[src/rtl/ser_pkg.sv]
// Shared types for the parallel-in/serial-out stage feeding the "1001" detector.
package ser_pkg;

  typedef enum logic {
    IDLE  = 1'b0,
    SHIFT = 1'b1
  } ser_state_e;

  function automatic int ser_cnt_w(input int width);
    return $clog2(width);
  endfunction

endpackage

[src/rtl/piso_serializer.sv]
// Streams WIDTH-bit words out one bit per clock with valid/ready intake, hold and a per-word done pulse.
module piso_serializer
  import ser_pkg::*;
#(
  parameter int WIDTH     = 8,
  parameter bit MSB_FIRST = 1'b1
) (
  input  logic             clk,
  input  logic             rst_n,
  input  logic             load_valid,
  input  logic [WIDTH-1:0] load_data,
  output logic             load_ready,
  input  logic             hold,
  output logic             bit_out,
  output logic             bit_valid,
  output logic             done
);

  localparam int            CW   = ser_cnt_w(WIDTH);
  localparam logic [CW-1:0] LAST = CW'(WIDTH - 1);

  ser_state_e       state_q;
  logic [WIDTH-1:0] sreg_q;
  logic [WIDTH-1:0] sreg_d;
  logic [CW-1:0]    cnt_q;
  logic [CW-1:0]    cnt_d;
  logic             done_q;
  logic             last_bit;
  logic             accept;

  // The last-bit cycle doubles as an intake slot so consecutive words run gap-free.
  assign last_bit   = (state_q == SHIFT) && (cnt_q == LAST) && !hold;
  assign load_ready = rst_n && ((state_q == IDLE) || last_bit);
  assign accept     = load_valid && load_ready;

  assign sreg_d = MSB_FIRST ? {sreg_q[WIDTH-2:0], 1'b0} : {1'b0, sreg_q[WIDTH-1:1]};
  assign cnt_d  = cnt_q + CW'(1);

  always_ff @(posedge clk or negedge rst_n) begin
    if (!rst_n) begin
      state_q <= IDLE;
      sreg_q  <= '0;
      cnt_q   <= '0;
      done_q  <= 1'b0;
    end else begin
      done_q <= 1'b0;
      case (state_q)
        IDLE: begin
          if (accept) begin
            sreg_q  <= load_data;
            cnt_q   <= '0;
            state_q <= SHIFT;
          end
        end
        SHIFT: begin
          if (!hold) begin
            if (cnt_q == LAST) begin
              done_q <= 1'b1;
              if (accept) begin
                sreg_q <= load_data;
                cnt_q  <= '0;
              end else begin
                state_q <= IDLE;
              end
            end else begin
              sreg_q <= sreg_d;
              cnt_q  <= cnt_d;
            end
          end
        end
        default: state_q <= IDLE;
      endcase
    end
  end

  // Idle drives zeros so the downstream detector never sees stale word bits.
  assign bit_out   = (state_q == SHIFT) ? (MSB_FIRST ? sreg_q[WIDTH-1] : sreg_q[0]) : 1'b0;
  assign bit_valid = (state_q == SHIFT);
  assign done      = done_q;

endmodule

[config.mk]
export PLATFORM = sky130hd
export DESIGN_NAME = piso_serializer
export DESIGN_NICKNAME = d
export VERILOG_FILES = /design/src/rtl/ser_pkg.sv /design/src/rtl/piso_serializer.sv
export SDC_FILE = /design/constraint.sdc
export NUM_CORES = 1
export LEC_CHECK = 0
export BUFFER_PORTS_ARGS = -buffer_cell sky130_fd_sc_hd__buf_4
export CORE_MARGIN = 8
export CORE_UTILIZATION = 51
export CTS_CLUSTER_DIAMETER = 120
export DETAILED_ROUTE_END_ITERATION = 8
export PLACE_DENSITY = 0.82
export SYNTH_ARGS = -nofsm -noshare
export SYNTH_HDL_FRONTEND = slang
export SYNTH_SLANG_ARGS = --single-unit
[constraint.sdc]
create_clock -name clk -period 1.9 [get_ports clk]
set_input_delay 0.095 -clock clk [delete_from_list [all_inputs] [get_ports clk]]
set_output_delay 0.095 -clock clk [all_outputs]
set_load 0.1 [all_outputs]
==> flow_metrics.tcl <==
set metrics [dict create \
    p_per_area_mw_per_mm2 1480 \
    fmax_mhz 559 \
    antenna_found_initial 0 \
    yosys_most_used_dff "dfrtp_1" \
    io_buffer_count 15 \
    end_kind "output port" \
    cap_violations 0 \
    ys_ff_latch 13 \
    postCtsSetupBuffers 0 \
    clock_sinks 13 \
    r2r_end "sreg_q[1]" \
    yosysSeqAreaShare 0.426 \
    num_antenna_cells 0 \
    synthDistinctLibCells 22 \
    area_delta_synth_final_pct 19.8 \
    wl_per_cell_um 14.0 \
    track_usage 0.118 \
    htreeDepth 1 \
    worstMarginPinSlew_ns 0.422 \
    grt_max_degree 16 \
    synthesis.area_um2 764 \
    timing.final.crit_share 0.941 \
    critical_path_class "flip-flop to output port" \
    gp_congestion 0.740 \
    io_pins 16 \
    cp_num_buf_inv 1 \
    setup_violations 0 \
    grt_pass1_vias 592 \
    hp-class "input port to flip-flop" \
    crit_chain "ha_1 -> ha_1 -> nand2b_1 -> nand2_2 -> and2_2 -> buf_6" \
    fin_crit_ns 1.79 \
    crit-reg2reg-launch "cnt_q[0]" \
    worst_slew_margin_rel 0.718 \
    core_mm2 0.00145 \
    routed_wl_um 1460 \
    die_area_mm2 0.00299 \
    synth_area_per_cell_um2 10.9 \
    synth_edf_count 0 \
    slowest_stage "dfrtp_1" \
    crit_end "load_ready" \
    fin_util 0.630 \
    overflow 0 \
    antenna_left 0 \
    outcome "finished, final reports clean" \
    start_kind "flip-flop" \
    final_cell_mix "16 x buf_4, 13 x dfrtp_1, 8 x nor2_1" \
    synth_nets 84 \
    power_leakage_nw 0.449 \
    final_nets 103 \
    cp.arrival_ns 1.69 \
    synthArstFlopShare 1.00 \
    dp_hpwl_um 1090 \
    grt_pass1_wl_um 2640 \
    vdd_drop_max_v 0.000891 \
    layout-drive-gt1-share 0.455 \
    yosysWarnings 0 \
    fp.dieH_um 54.7 \
    worst_setup_hold_path_clk_slew_ns 0.08 \
    rows 14 \
    insertion_delay_ns 0.27 \
    slew_viol_final 0 \
    cp_num_cells 6 \
    syn-instance-count 70 \
    fill_cells 124 \
    die_w_um 54.7 \
    via_per_inst 5.57 \
    clock_skew_ns 0.00519 \
    cts_tree "yes" \
    num_vias 579 \
    drtIter0Drc 9 \
    setup_tns_ns 0 \
    layout_commonest_cell "buf_4" \
    rr_worst_depth 5 \
    numCtsBuffers 3 \
    initial_core_util 0.526 \
    timing.hold.ws_ns 0.110 \
    reg2reg_setup_slack_ns 0.22 \
    required_ns 1.80 \
    cp_common_cell "ha_1" \
    first_pass_iters 4 \
    critPathMaxStageDelay_ns 0.41 \
    drt_drc_violations_left 0 \
    crit_family "adder cells" \
    cp_max_fo 5 \
    hold_violations 0 \
    worstSetupStartpoint "cnt_q[0]" \
    ctsRootBufferMaster "clkbuf_4" \
    rsz0062_at_grt "false" \
    cts_max_path_buffers 2 \
]
[worst min-delay path: cells and delay by family]
family | cells | cell delay, ns
compound gates | 1 | 0.03
simple gates | 1 | 0.12
buf+inv | 1 | 0.08
[cell usage after synthesis (2+ instances only)]
cell	number	share of area
a221oi_2	7	0.14
a22o_1	5	0.057
and2_1	3	0.025
buf_6	3	0.044
dfrtp_1	13	0.43
ha_1	2	0.033
inv_1	7	0.034
nand2_1	3	0.015
nor2_1	8	0.039
nor2_2	7	0.057
[registers in the layout, indices dropped and copies added, names as in the netlist]
name / cells
sreg_q: 8
cnt_q: 3
bit_valid: 1
done: 1
[cells by family (layout without fill, tap and decap cells)]
family,Yosys count,in the layout,share of synthesized area
AOI/OAI and AO/OA,15,15,0.234
adders and majority gates,2,2,0.0327
DFF,13,13,0.426
and+or+nand+nor,28,28,0.208
buffers and inverters,11,29,0.0851
muxes,1,1,0.0147
[layout make-up]
class                   count  area (um^2)  share of cell area
flip-flops and latches     13          325               0.355
well taps                  16         20.0              0.0219
clock buffers               4         26.3              0.0287
multi-input cells          46          377               0.411
inverters                   7         26.3              0.0287
repair buffers             18          141               0.154
[per-stage QoR]
step / std cells / cell area, um^2 / setup slack, ns / power, mW
4_1_cts: 104 / 912 / 0.0488 / 1.38
5_1_grt: 104 / 916 / 0.00477 / 1.47
3_5_place_dp: 99 / 876 / 0.216 / 1.20
2_1_floorplan: 70 / 767 / 0.0859 / 1.07
3_3_place_gp: 99 / 876 / 0.252 / 1.18
6_report: 104 / 916 / 0.112 / 1.36
[timing repair]
item / 4_1_cts / 5_1_grt
hold endpoints to repair: 13 / 0
hold buffers: 1 / 0
setup endpoints to repair: 0 / 1
gates resized for setup: 0 / 1
[layer usage]
metal	share of wire	vias up	track usage
met5	0	-	0
met4	0.0055	0	0.0492
met3	0.086	2	0.0380
met2	0.47	17	0.179
met1	0.43	278	0.149
li1	-	282	-
[where the power goes]
part	switching [mW]	internal (mW)	total (mW)
clock	0.0899	0.0813	0.171
sequential	0.0958	0.388	0.484
combinational	0.413	0.291	0.704
total	0.599	0.760	1.36
[how the worst min path moves through the flow]
stage | startpoint | to | slack [ns] | cells past startpoint
after detailed placement | rst_n | bit_valid | 0.05 | 2
after CTS | load_data[0] | sreg_q[0] | 0.12 | 3
final | load_data[0] | sreg_q[0] | 0.11 | 3
after global routing | load_data[1] | sreg_q[1] | 0.13 | 3
after floorplan | rst_n | bit_valid | -0.20 | 0
after global placement | rst_n | sreg_q[7] | 0.05 | 2
(Power assumes the default switching activity.)
